## src/rtl/pulse_pkg.sv

```systemverilog
`default_nettype none
// +-------------------------------------------------------------------+
// | pulse_pkg : shared types and default constants for pulse_stretch |
// | Rev 1.0                                                           |
// +-------------------------------------------------------------------+
package pulse_pkg;

   typedef enum logic [1:0] {
      IDLE = 2'd0,
      HIGH = 2'd1,
      LOW  = 2'd2
   } state_t;

   localparam int c_HIGH_CYC_DEF = 20;
   localparam int c_LOW_CYC_DEF  = 20;
   localparam int c_PEND_W_DEF   = 4;
   localparam int c_CNT_W        = 8;

endpackage
`default_nettype wire

```

## src/rtl/pulse_stretch_tx_if.sv

```systemverilog
`default_nettype none
// +-------------------------------------------------------------------+
// | pulse_stretch_tx_if : event request / stretched pulse status bus |
// | Rev 1.0                                                           |
// +-------------------------------------------------------------------+
interface pulse_stretch_tx_if
   import pulse_pkg::*;
#(
   parameter int PEND_W = c_PEND_W_DEF
);

   logic              evt_in;
   logic              ovf_clr;
   logic              pulse_out;
   logic              busy;
   logic [PEND_W-1:0] pending;
   logic              overflow;

   modport master (
      output evt_in, ovf_clr,
      input  pulse_out, busy, pending, overflow
   );

   modport slave (
      input  evt_in, ovf_clr,
      output pulse_out, busy, pending, overflow
   );

endinterface
`default_nettype wire

```

## src/rtl/pulse_pend_cnt.sv

```systemverilog
`default_nettype none
// +-------------------------------------------------------------------+
// | pulse_pend_cnt : saturating up/down pending-event counter with   |
// | sticky overflow flag.                                  Rev 1.0    |
// +-------------------------------------------------------------------+
module pulse_pend_cnt #(
   parameter int PEND_W = 4
) (
   input  wire logic              clk,
   input  wire logic              rst,
   input  wire logic              i_inc,
   input  wire logic              i_dec,
   input  wire logic              i_ovf_clr,
   output logic      [PEND_W-1:0] o_pending,
   output logic                   o_overflow
);

   logic [PEND_W-1:0] r_pending;
   logic              r_overflow;
   logic              w_full;
   logic              w_empty;
   logic              w_drop;

   assign w_full  = &r_pending;
   assign w_empty = (r_pending == '0);
   // A simultaneous inc/dec nets to zero, so only a lone inc can overflow.
   assign w_drop  = i_inc & ~i_dec & w_full;

   always_ff @(posedge clk) begin
      if (rst) begin
         r_pending  <= '0;
         r_overflow <= 1'b0;
      end else begin
         if (i_inc && !i_dec && !w_full) begin
            r_pending <= r_pending + 1'b1;
         end else if (i_dec && !i_inc && !w_empty) begin
            r_pending <= r_pending - 1'b1;
         end
         if (w_drop) begin
            r_overflow <= 1'b1;
         end else if (i_ovf_clr) begin
            r_overflow <= 1'b0;
         end
      end
   end

   assign o_pending  = r_pending;
   assign o_overflow = r_overflow;

endmodule
`default_nettype wire

```

## src/rtl/pulse_stretch_tx.sv

```systemverilog
`default_nettype none
// +-------------------------------------------------------------------+
// | pulse_stretch_tx : stretches single-cycle events into fixed-width |
// | pulses with guaranteed low gaps, queueing overlapping events.     |
// | Rev 1.0                                                           |
// +-------------------------------------------------------------------+
module pulse_stretch_tx
   import pulse_pkg::*;
#(
   parameter int HIGH_CYC = c_HIGH_CYC_DEF,
   parameter int LOW_CYC  = c_LOW_CYC_DEF,
   parameter int PEND_W   = c_PEND_W_DEF
) (
   input wire logic          clk_fast,
   input wire logic          rst,
   pulse_stretch_tx_if.slave bus
);

   localparam logic [c_CNT_W-1:0] c_HIGH_LD = c_CNT_W'(HIGH_CYC - 1);
   localparam logic [c_CNT_W-1:0] c_LOW_LD  = c_CNT_W'(LOW_CYC - 1);

   state_t             r_state;
   logic [c_CNT_W-1:0] r_cnt;
   logic               r_pulse;

   logic [PEND_W-1:0]  w_pending;
   logic               w_pend_nz;
   logic               w_cnt_zero;
   logic               w_want;
   logic               w_enter_high;
   logic               w_inc;
   logic               w_dec;

   assign w_pend_nz    = (w_pending != '0);
   assign w_cnt_zero   = (r_cnt == '0);
   assign w_want       = bus.evt_in | w_pend_nz;
   assign w_enter_high = w_want & ((r_state == IDLE) | ((r_state == LOW) & w_cnt_zero));

   // Queued events are older, so they are served first; a fresh event
   // bypasses the queue only when nothing is pending.
   assign w_dec = w_enter_high & w_pend_nz;
   assign w_inc = bus.evt_in & ~(w_enter_high & ~w_pend_nz);

   always_ff @(posedge clk_fast) begin
      if (rst) begin
         r_state <= IDLE;
         r_cnt   <= '0;
         r_pulse <= 1'b0;
      end else begin
         case (r_state)
            IDLE: begin
               if (w_enter_high) begin
                  r_state <= HIGH;
                  r_cnt   <= c_HIGH_LD;
                  r_pulse <= 1'b1;
               end
            end
            HIGH: begin
               if (w_cnt_zero) begin
                  r_state <= LOW;
                  r_cnt   <= c_LOW_LD;
                  r_pulse <= 1'b0;
               end else begin
                  r_cnt <= r_cnt - 1'b1;
               end
            end
            LOW: begin
               if (!w_cnt_zero) begin
                  r_cnt <= r_cnt - 1'b1;
               end else if (w_enter_high) begin
                  r_state <= HIGH;
                  r_cnt   <= c_HIGH_LD;
                  r_pulse <= 1'b1;
               end else begin
                  r_state <= IDLE;
               end
            end
            default: begin
               r_state <= IDLE;
               r_cnt   <= '0;
               r_pulse <= 1'b0;
            end
         endcase
      end
   end

   pulse_pend_cnt #(
      .PEND_W (PEND_W)
   ) u_pend (
      .clk        (clk_fast),
      .rst        (rst),
      .i_inc      (w_inc),
      .i_dec      (w_dec),
      .i_ovf_clr  (bus.ovf_clr),
      .o_pending  (w_pending),
      .o_overflow (bus.overflow)
   );

   assign bus.pulse_out = r_pulse;
   assign bus.pending   = w_pending;
   assign bus.busy      = (r_state != IDLE) | w_pend_nz;

endmodule
`default_nettype wire

```

## src/flat_wrapper.sv

```systemverilog
// flat-port wrapper written by rule: the top's interface ports become plain ports
module pulse_stretch_tx_flat import pulse_pkg::*;
#(
   parameter int HIGH_CYC = c_HIGH_CYC_DEF,
   parameter int LOW_CYC  = c_LOW_CYC_DEF,
   parameter int PEND_W   = c_PEND_W_DEF
)
  (clk_fast, rst, bus_evt_in, bus_ovf_clr, bus_pulse_out, bus_busy, bus_pending, bus_overflow);
  pulse_stretch_tx_if #(.PEND_W(PEND_W)) bus_i ();
  input wire logic clk_fast;
  input wire logic rst;
  input wire logic [$bits(bus_i.evt_in)-1:0] bus_evt_in;
  input wire logic [$bits(bus_i.ovf_clr)-1:0] bus_ovf_clr;
  output wire logic [$bits(bus_i.pulse_out)-1:0] bus_pulse_out;
  output wire logic [$bits(bus_i.busy)-1:0] bus_busy;
  output wire logic [$bits(bus_i.pending)-1:0] bus_pending;
  output wire logic [$bits(bus_i.overflow)-1:0] bus_overflow;
  assign bus_i.evt_in = bus_evt_in;
  assign bus_i.ovf_clr = bus_ovf_clr;
  assign bus_pulse_out = bus_i.pulse_out;
  assign bus_busy = bus_i.busy;
  assign bus_pending = bus_i.pending;
  assign bus_overflow = bus_i.overflow;
  pulse_stretch_tx #(.HIGH_CYC(HIGH_CYC), .LOW_CYC(LOW_CYC), .PEND_W(PEND_W)) u_core (.clk_fast(clk_fast), .rst(rst), .bus(bus_i));
endmodule
```

## config.mk

```make
export PLATFORM = sky130hd
export DESIGN_NAME = pulse_stretch_tx_flat
export DESIGN_NICKNAME = d
export VERILOG_FILES = /design/src/rtl/pulse_pkg.sv /design/src/rtl/pulse_stretch_tx_if.sv /design/src/rtl/pulse_pend_cnt.sv /design/src/rtl/pulse_stretch_tx.sv /design/src/flat_wrapper.sv
export SDC_FILE = /design/constraint.sdc
export NUM_CORES = 1
export LEC_CHECK = 0
export BUFFER_PORTS_ARGS = -buffer_cell sky130_fd_sc_hd__buf_2
export CAP_MARGIN = 5
export CELL_PAD_IN_SITES_DETAIL_PLACEMENT = 1
export CELL_PAD_IN_SITES_GLOBAL_PLACEMENT = 1
export CORE_ASPECT_RATIO = 1.5
export CORE_MARGIN = 5
export CORE_UTILIZATION = 47
export DETAILED_ROUTE_END_ITERATION = 10
export PLACE_DENSITY = 0.9
export RECOVER_POWER = 100
export SYNTH_ARGS = -nofsm -noshare
export SYNTH_HDL_FRONTEND = slang
export SYNTH_SLANG_ARGS = --single-unit
```

## constraint.sdc

```tcl
create_clock -name clk_fast -period 5.01 [get_ports clk_fast]
set_input_delay 1.2525 -clock clk_fast [delete_from_list [all_inputs] [get_ports clk_fast]]
set_output_delay 1.2525 -clock clk_fast [all_outputs]
set_load 0.01 [all_outputs]
```

======== Word-level counts from Yosys, hierarchy flattened ========
Cells that the tools add are included.
cells by class
  $add $sub $neg .......................... 3
  eq/ne operators ......................... 5
  muxes and demuxes ....................... 17
  bitwise operators ....................... 13
  reduce and logical (&&, ||, !) cells .... 18
operators by type and width
  operator               number
  $mux W8                3
  $pmux W8 S3            1
  $logic_not A8 Y1       1
  $mux W4                2
  $sub A8 B1 Y8 const B  1
  $and A1 B1 Y1          7
  $mux W1                6
  $mux W2                3
  $ne A2 B1 Y1 const B   3
  $pmux W2 S3            1
  $reduce_bool A2 Y1     3
  $add A4 B1 Y4 const B  1
  $logic_and A1 B1 Y1    4
  $logic_not A1 Y1       4
  $logic_not A4 Y1       1
  $reduce_and A4 Y1      1
  $reduce_bool A4 Y1     1
  $sub A4 B1 Y4 const B  1
  $not A1 Y1             3
  $or A1 B1 Y1           3
  $pmux W1 S3            1
  $reduce_and A3 Y1      1
  $eq A2 B1 Y1 const B   1
  $eq A2 B2 Y1 const B   1
  2 further kinds        2
word-level totals
  register bits ........................... 16
  bits of input ports ..................... 4
  output and inout bits ................... 7
  logic and storage cells ................. 61

======== Logic depth before layout (Yosys ltp) ========
Gate-level depths: netlist of the first run.
  depth after elaboration ................. 12
  gate-level depth with buffers ........... 10
  depth with buffers taken out ............ 10

======== Modules after synthesis ========
Synthesis of the first run repeated with hierarchy kept, for this count alone.
unflattened totals
  cell total of the unflattened synthesis .. 115
  area, all modules ....................... 1,041.0 um2
modules (own cells, without submodules)
  module            times used  cells each  area an instance (um2)  seq. area each (um2)
  pulse_stretch_tx  1           83          720.7                   220.2
  pulse_pend_cnt    1           32          320.3                   100.1

======== Least setup slack after synthesis of the first run ========
No wires, ideal clock.
  path kind ............................... input-to-reg
  start point ............................. input port bus_evt_in
  end point ............................... register u_core.u_pend.r_pending[3], in the netlist u_core.u_pend.o_pending[3]
  library setup time ...................... 0.123 ns
  arrival time ............................ 2.718 ns
  required time ........................... 4.887 ns
  path slack .............................. 2.169 ns
  cell stages on the path ................. 8
  buffers on the path ..................... 0
  path through ............................ inv_1 -> nor2_1 -> nand2_1 -> ha_1 -> nand3_1 -> and4b_1 -> mux2i_1 -> mux2_1
between the ends
  word-level cells in the longest chain between the ends .. 9
  elaborated cells between the ends (all ways) .. 14
  classes of those cells .................. mux (1); bitwise (6); reduce/logical (7)
RTL lines
  item                              RTL line                text
  from (decl)                       flat_wrapper.sv:12      input wire logic [$bits(bus_i.evt_in)-1:0] bus_evt_in;
  $or A1 B1 Y1                      pulse_stretch_tx.sv:36  assign w_want = bus.evt_in | w_pend_nz;
  $and A1 B1 Y1                     pulse_stretch_tx.sv:37  assign w_enter_high = w_want & ((r_state == IDLE) | ((r_state == LOW) & w_cnt_zero));
  $and A1 B1 Y1                     pulse_stretch_tx.sv:42  assign w_inc = bus.evt_in & ~(w_enter_high & ~w_pend_nz);
  $not A1 Y1                        pulse_stretch_tx.sv:42
  $and A1 B1 Y1                     pulse_stretch_tx.sv:42
  $logic_not A1 Y1                  pulse_pend_cnt.sv:36    end else if (i_dec && !i_inc && !w_empty) begin
  $logic_and A1 B1 Y1 (2 in a row)  pulse_pend_cnt.sv:36
  $reduce_bool A2 Y1 (no line)      --
  to (signal assigned)              pulse_pend_cnt.sv:35    r_pending <= r_pending + 1'b1;
  to (signal assigned)              pulse_pend_cnt.sv:37    r_pending <= r_pending - 1'b1;
  to (decl)                         pulse_pend_cnt.sv:18    logic [PEND_W-1:0] r_pending;
Several ways; a longest one is shown, not always the timed one.
A chain may end at the register's enable or synchronous reset.

======== Worst setup path after layout of the first run ========
  start point ............................. register u_core.r_cnt[0]
  end point ............................... register u_core.u_pend.r_pending[3], in the netlist u_core.u_pend.o_pending[3]
between the ends
  word-level cells in the longest chain between the ends .. 11
  elaborated cells between the ends (all ways) .. 16
  classes of those cells .................. mux (1); bitwise (7); reduce/logical (8)
RTL lines
  item                              RTL line                text
  from (decl)                       pulse_stretch_tx.sv:23  logic [c_CNT_W-1:0] r_cnt;
  from (signal assigned)            pulse_stretch_tx.sv:54  r_cnt <= c_HIGH_LD;
  from (signal assigned)            pulse_stretch_tx.sv:61  r_cnt <= c_LOW_LD;
  from (signal assigned)            pulse_stretch_tx.sv:64  r_cnt <= r_cnt - 1'b1;
  $logic_not A8 Y1 (*)              pulse_stretch_tx.sv:35  assign w_cnt_zero = (r_cnt == '0);
  $and A1 B1 Y1 (*)                 pulse_stretch_tx.sv:37
  $or A1 B1 Y1 (*)                  pulse_stretch_tx.sv:37
  $and A1 B1 Y1 (*)                 pulse_stretch_tx.sv:37
  $and A1 B1 Y1                     pulse_stretch_tx.sv:42
  $not A1 Y1                        pulse_stretch_tx.sv:42
  $and A1 B1 Y1                     pulse_stretch_tx.sv:42
  $logic_not A1 Y1                  pulse_pend_cnt.sv:36
  $logic_and A1 B1 Y1 (2 in a row)  pulse_pend_cnt.sv:36
  $reduce_bool A2 Y1 (no line)      --
Mark *: on every way between the ends. The rest lies on a longest branch, timed or not.

==> impl_results.md, run 1 <==
* Clock tree from TritonCTS: built
* P_int at 0.403 mW
* Clk Tree Root Cell: clkbuf_4
* Crit path arrival time at 3.42 ns
* Clock-pin slew reported for the worst setup and hold paths after clock tree synthesis at 0.10 ns
* Cell area power density at 705 mW/mm2
* Clock latency on the worst-skew pair at 0.29 ns
* Element type at the critical path start: flip-flop
* Finished Cell Area at 0.00108 mm2
* Largest driver fanout on the critical path at 9
* Global routing usage on met2 at 33.7%
* Timing-limited maximum frequency at 310 MHz
* Routed wire length at 2510 um
* Number of warnings issued by yosys at 0
* Final worst setup slack at 1.78 ns
* Met1 Use GR at 16.4%
* Number of buffers between clock root and the deepest sink at 2
* Maximum number of pins on one net before global-route repair at 20
* Row Count at 21
* Worst Setup Slack post-DPL at 1.84 ns
* Number of nets in the synthesized netlist at 124
* Number of buffers created by CTS at 3
* Final hold violation count at 0
* Slack of the worst reg-to-reg path at 1.78 ns
* Fin crit share at 64.4%
* Cell depth of the worst flop-to-flop path at 10
* Tot GR Track Use at 17.1%
* Worst rel slew slack at 45.5%
* Area of the mapped netlist at 0.00106 mm2
* Antenna Diode Count at 0
* Total negative setup slack at 0 ns
* Post-CTS Hold Fix Bufs at 0
* MaxCap Viol Count at 0
* Mean cell area of the mapped netlist at 9.16 um2
* Net switching fraction of the power at 47.3%
* Residual antenna-violating net count after detailed routing at 0
* Crit path from: u_core.r_cnt[0]
* Final weighted congestion in routability-driven placement at 0.774
* Number of antenna violations at the first check in global routing at 0
* Die footprint at 0.00333 mm2
* Routed vias/inst at 6.10
* Die Width at 48.8 um
* Number of sinks handled by clock tree synthesis at 16
* Highest ir drop seen on vdd at 0.280 mV
* R2r endpoint: u_core.u_pend.o_pending[3]
* Crit. End Element: flip-flop
* Leakage power at 0.425 nW
* Placed inst area at 0.00112 mm2
* Remaining Overflow, GRT at 0
* Net switching power of the design at 0.362 mW
* Slew at the pin closest to its max-slew limit at 0.810 ns
* Core Util, Final at 49.1%
* Setup repair bufs after CTS at 0
* Share of the yosys chip area belonging to registers at 30.2%
* Via count of the first global-routing pass at 975
* DR vias at 903
* Worst clock skew on the final layout at 0.00192 ns
* Total count of max-transition violations in the final report at 0
* #FFs+latches synth at 16
* Core Region at 0.00221 mm2
* # resized after CTS at 0
* Worst hold-check path type: reg2reg
* Final number of setup-violating endpoints at 0
* Starting Density at 48.1%
* Remaining routing DRC violations at 0
* Cell count after synthesis at 116
* Most used routing layer in global routing: met2
* Router iterations before antenna repair at 3
* Setup crit end: u_core.u_pend.o_pending[3]
* Net total in the final layout at 134
* Mean routed wirelength per cell at 17.0 um
* Worst Path Class, Setup: reg2reg
* Run status: finished, final reports clean
* Maximum level of the CTS H-tree at 1
* Required time at the worst-slack endpoint at 5.20 ns
* Part of the total power dissipated in the clock network at 11.5%
* Part of the power in registers at 33.3%
* Area delta synth->final at 2.12%
* Min Tclk post-route at 3.23 ns
* Met3 Track Usage GR at 2.40%
* Part of the power in combinational logic at 55.2%
* Number of distinct standard cells referenced by the synthesized netlist at 48
* Setup repair after global routing missed its margin: no
* Total half-perimeter wirelength after legalization and detailed placement at 1950 um
* Count of port buffers added during placement at 10
* Detailed router's first-iteration violation count at 5
* First-pass GRT wire length at 4420 um
* Reg-to-Reg Start: u_core.r_cnt[0]
* Vert. Die Dim at 68.2 um
* Ratio of cells with drive above 1 in the final layout at 8.80%
* Number of primary I/O pins at 11
-- how the worst min path moves through the flow --
stage | start | end | slack [ns] | depth (start not counted)
2_1_floorplan | u_core.bus.pulse_out | u_core.bus.pulse_out | 0.49 | 2
3_3_place_gp | u_core.bus.pulse_out | u_core.bus.pulse_out | 0.46 | 2
3_5_place_dp | u_core.bus.pulse_out | u_core.bus.pulse_out | 0.47 | 2
4_1_cts | u_core.bus.pulse_out | u_core.bus.pulse_out | 0.49 | 2
5_1_grt | u_core.bus.pulse_out | u_core.bus.pulse_out | 0.51 | 2
6_report | u_core.bus.pulse_out | u_core.bus.pulse_out | 0.48 | 2
-- sequential cells by signal, summed over array words and instances, names as in the netlist --
register / count
u_core.u_pend.o_pending: 4
u_core.u_pend.o_overflow: 1
u_core.bus.pulse_out: 1
u_core.r_cnt: 8
u_core.r_state: 2
-- synth_stat cells, drive strengths merged --
cell | n | area share, %
nor3 | 5 | 2.8
nand3 | 3 | 1.4
a21boi | 2 | 1.4
nor2b | 3 | 1.8
mux2i | 3 | 4.0
nor3b | 3 | 2.1
nand2b | 5 | 2.9
o221a | 2 | 2.9
xnor2 | 2 | 1.6
a32oi | 1 | 0.82
a21bo | 1 | 0.94
nor4b | 1 | 1.4
ha | 3 | 3.5
a211oi | 2 | 1.4
and4 | 1 | 0.82
and3 | 1 | 0.59
o311a | 1 | 0.94
inv | 6 | 2.1
mux2 | 3 | 3.2
buf | 3 | 1.9
o32a | 1 | 0.94
maj3 | 1 | 0.94
nand4 | 1 | 0.59
nor2 | 11 | 3.9
and4b | 1 | 0.94
nand2 | 5 | 1.8
a21oi | 11 | 6.2
a31oi | 1 | 0.59
dfxtp | 16 | 30
fa | 1 | 1.9
and2 | 1 | 0.59
a211o | 1 | 0.82
a221o | 1 | 0.94
a2111oi | 2 | 2.2
and3b | 1 | 0.82
o21ai | 3 | 1.4
a311oi | 1 | 0.82
clkbuf | 3 | 1.1
nor4 | 3 | 4.6
-- per-layer routing --
metal	share of wire, %	up-vias
li1	-	443
met1	37	437
met2	58	16
met3	2.5	7
met4	2.7	0
met5	0	-
-- critical path, cell delays in order, from the launching register on --
cell,delay [ns]
dfxtp_1,0.43
inv_1,0.10
ha_1,0.25
nor4b_1,0.16
a21oi_1,0.67
nand2_1,0.25
ha_1,0.41
nand3_1,0.11
a211oi_1,0.26
mux2i_1,0.13
mux2_1,0.34
-- power groups by stage --
stage	Clock [mW]	Sequential [mW]	Combinational, mW
2_1_floorplan	0	0.231	0.396
3_3_place_gp	0	0.258	0.451
3_5_place_dp	0	0.264	0.478
4_1_cts	0.0902	0.262	0.482
5_1_grt	0.0960	0.266	0.473
6_report	0.0880	0.255	0.422
-- layout by cell type (no fill, tap or decap), types with 2 or more instances in the layout --
master / synthesis / layout
nor2b_1: 3 / 3
o21ai_0: 3 / 3
xnor2_1: 2 / 2
a211oi_1: 2 / 2
nand2_1: 5 / 5
nor2_1: 11 / 11
ha_1: 3 / 3
a21oi_1: 10 / 11
dfxtp_1: 16 / 16
mux2_1: 3 / 3
nor3_1: 4 / 5
clkbuf_1: 3 / 8
mux2i_1: 2 / 3
a2111oi_0: 1 / 2
nor3b_1: 3 / 3
buf_2: 1 / 3
clkbuf_4: 0 / 3
nand2b_1: 5 / 5
nand3_1: 3 / 3
nor4_1: 1 / 2
inv_1: 6 / 6
-- cell type report --
| class | instances | area (um2) |
|---|---|---|
| flip-flops and latches | 16 | 320 |
| well taps | 23 | 28.8 |
| multi-input cells | 88 | 632 |
| clock buffers | 4 | 36.3 |
| inverters | 6 | 22.5 |
| repair buffers | 11 | 45.0 |
| fillers | 286 | 1120 |
-- per-stage QoR --
step | cells | power, mW | hold WS, ns
finish | 148 | 0.765 | 0.484
global route | 148 | 0.834 | 0.511
CTS | 148 | 0.835 | 0.488
detailed placement | 144 | 0.741 | 0.471
global placement | 144 | 0.709 | 0.459
floorplan | 116 | 0.627 | 0.494
-- cells by family after synthesis --
group | count (synthesis) | share of synthesized area, %
buffers and inverters | 12 | 5.06
adders and majority gates | 5 | 6.36
xor gates and xnor gates | 2 | 1.65
DFF | 16 | 30.2
and+or+nand+nor | 45 | 27.1
AOI/OAI and AO/OA | 30 | 22.5
muxes | 6 | 7.18
No activity file was read; power rests on OpenSTA's default activity.
==> run 2: changes to the inputs <==
Settings changed: CORE_UTILIZATION 47 to 39, PLACE_DENSITY 0.9 to 0.81.
Clock period 5.01 ns to 2.6 ns, I/O delays scaled along.
==> run 2 against run 1 <==
Effect of this change:
- count of clock-buffer cells in the layout unchanged
- largest cell class unchanged
- clock skew up 0.00058 ns
- sequential share of layout area down 2.7 points
- hold slack worse by 0.0032 ns
- largest power group unchanged
- clock power rose to 2.6 times the previous value
- maximum frequency up 33%
- first-iteration DRC count rose to 3.2 times the previous value
- highest routed layer unchanged
- power up 120%
==> impl_results.md, run 2 (synthesis results as in run 1) <==
* Remaining Overflow, GRT at 0 (unchanged)
* Clock tree from TritonCTS: built
* Most frequent cells in the layout: 16 x dfxtp_1, 11 x nor2_1, 10 x a21oi_1
* Slack of the worst reg-to-reg path at 0.17 ns (-1.62 ns)
* Detailed router's first-iteration violation count at 16 (+11)
* Min Tclk post-route at 2.43 ns (-0.793 ns)
* Leakage power at 0.464 nW (+9.1%)
* Ratio of cells with drive above 1 in the final layout at 15.4% (+6.6 points)
* Crit path cell chain: inv_1, ha_1, nor4b_2, a21oi_4, nand2_1, ha_1, nand3_1, and4b_1, mux2i_1, mux2_1
* Slew at the pin closest to its max-slew limit at 0.541 ns (-0.269 ns)
* R2r endpoint: u_core.u_pend.o_pending[3]
* Hold Path Origin: u_core.bus.pulse_out
* Worst clock skew on the final layout at 0.00249 ns (+0.000577 ns)
* Area delta synth->final at 12.6%
* Fin crit share at 93.6% (+29 points)
* Total half-perimeter wirelength after legalization and detailed placement at 1990 um (+2.3%)
* Maximum level of the CTS H-tree at 1 (unchanged)
* Timing-limited maximum frequency at 411 MHz (+33%)
* Worst Path Class, Setup: reg2reg
* DR vias at 917 (+1.6%)
* Register containing the most flip-flops in the final layout: u_core.r_cnt
* Highest ir drop seen on vdd at 0.575 mV (+100%)
* Mean routed wirelength per cell at 15.2 um (-11%)
* Clock-pin slew reported for the worst setup and hold paths after clock tree synthesis at 0.06 ns (-0.04 ns)
* Leading cell type in the layout, fill and taps excluded: dfxtp_1
* Total negative setup slack at 0 ns (unchanged)
* Die footprint at 0.00389 mm2 (+17%)
* Non-filler instance count after layout at 167 (+13%)
* Die Width at 52.6 um (+7.8%)
* Number of buffers created by CTS at 3 (unchanged)
* Reg-to-Reg Start: u_core.r_cnt[0]
* Final number of setup-violating endpoints at 0 (unchanged)
* Final hold violation count at 0 (unchanged)
* Vert. Die Dim at 73.9 um (+8.3%)
* Placed insts at 163 (+13%)
* Required time at the worst-slack endpoint at 2.75 ns (-2.45 ns)
* Worst rel slew slack at 63.7% (+18 points)
* Net total in the final layout at 139 (+3.7%)
* Run status: finished, final reports clean
* Via count of the first global-routing pass at 1005 (+3.1%)
* Remaining routing DRC violations at 0 (unchanged)
* Total count of max-transition violations in the final report at 0 (unchanged)
* Antenna Diode Count at 0 (unchanged)
* Crit. End Element: flip-flop
* Cell area power density at 1380 mW/mm2 (+96%)
* Crit path arrival time at 2.58 ns (-0.84 ns)
* Row Count at 23 (+9.5%)
* Number of sinks handled by clock tree synthesis at 16 (unchanged)
* Element type at the critical path start: flip-flop
* Routed vias/inst at 5.49 (-10%)
* Cell depth of the worst flop-to-flop path at 10 (unchanged)
* Max stage delay on crit path at 0.39 ns (-0.28 ns)
* Routed wire length at 2540 um (+0.96%)
* Critical path depth in cells at 10 (unchanged)
* Setup repair after global routing missed its margin: no
* Post-CTS Hold Fix Bufs at 0 (unchanged)
* Number of primary I/O pins at 11 (unchanged)
* Router iterations before antenna repair at 4 (+1)
* Starting Density at 40.1% (-8.0 points)
* Worst Setup Slack post-DPL at 0.136 ns (-1.70 ns)
* Number of buffer and inverter instances along the worst setup path at 1 (unchanged)
* # resized after CTS at 0 (unchanged)
* Residual antenna-violating net count after detailed routing at 0 (unchanged)
* PnR Total Power at 1.65 mW (+120%)
* Final worst setup slack at 0.168 ns (-1.62 ns)
* Core Region at 0.00265 mm2 (+20%)
* Family with the most delay on the worst path: simple AND/OR/NAND/NOR gates
* Maximum number of pins on one net before global-route repair at 20 (unchanged)
* Top cell by count, worst path: ha_1
* Largest driver fanout on the critical path at 4 (-5)
* First-pass GRT wire length at 4520 um (+2.3%)
* Largest register FFs at 8 (unchanged)
* Number of antenna violations at the first check in global routing at 0 (unchanged)
* Clk Tree Root Cell: clkbuf_8
* Tot GR Track Use at 15.5% (-1.6 points)
* MaxCap Viol Count at 0 (unchanged)
* Final weighted congestion in routability-driven placement at 0.727 (-6.0%)
* Setup repair bufs after CTS at 0 (unchanged)
* Count of port buffers added during placement at 10 (unchanged)
* Sink of the worst hold path: u_core.bus.pulse_out
* Clock latency on the worst-skew pair at 0.26 ns (-0.03 ns)
* Number of buffers between clock root and the deepest sink at 2 (unchanged)
* Worst Hold Path Cells at 2 (unchanged)
* Max stage delay cell, worst path: dfxtp_1
* Worst hold-check path type: reg2reg
## run 2: how the worst max path moves through the flow
stage | startpoint | end | slack [ns]
6_report | u_core.r_cnt[0] | u_core.u_pend.o_pending[3] | 0.17
5_1_grt | u_core.r_cnt[0] | u_core.u_pend.o_pending[3] | 0.04
4_1_cts | u_core.r_cnt[0] | u_core.u_pend.o_pending[3] | 0.15
3_5_place_dp | bus_evt_in | u_core.u_pend.o_pending[3] | 0.14
3_3_place_gp | bus_evt_in | u_core.u_pend.o_pending[3] | 0.20
2_1_floorplan | u_core.r_cnt[0] | u_core.u_pend.o_pending[3] | 0.15
## run 2: area by class of cell
class                   count  area, um2
clock buffers               4       55.1
fillers                   345       1450
inverters                   6       22.5
multi-input cells          88        676
flip-flops and latches     16        320
well taps                  37       46.3
repair buffers             16       76.3
## run 2: power breakdown
part / switching, mW / leakage, nW / internal, mW
combinational: 0.539 / 0.303 / 0.417
sequential: 0.130 / 0.132 / 0.337
clock: 0.0923 / 0.0288 / 0.135
total: 0.762 / 0.464 / 0.889
## run 2: routing by layer
| layer | part of all wire, % | wire length [um] | track usage (%) |
|---|---|---|---|
| met5 | 0 | 0 | 0 |
| met4 | 2.9 | 74 | 7.67 |
| met3 | 2.2 | 55 | 2.64 |
| met2 | 56 | 1430 | 29.0 |
| met1 | 39 | 979 | 16.0 |
## run 2: worst min-delay path, delay by kind of cell (launching register included)
family | cells | cell delay, ns
flip-flops | 1 | 0.31
AO/OA/AOI/OAI | 2 | 0.13
## run 2: stage by stage
stage	area [um2]	hold WS, ns	utilization [%]
global placement	1170	0.458	44.3
detailed placement	1170	0.477	44.3
floorplan	1060	0.494	-
global route	1200	0.514	45.2
finish	1200	0.481	45.2
CTS	1230	0.485	46.4
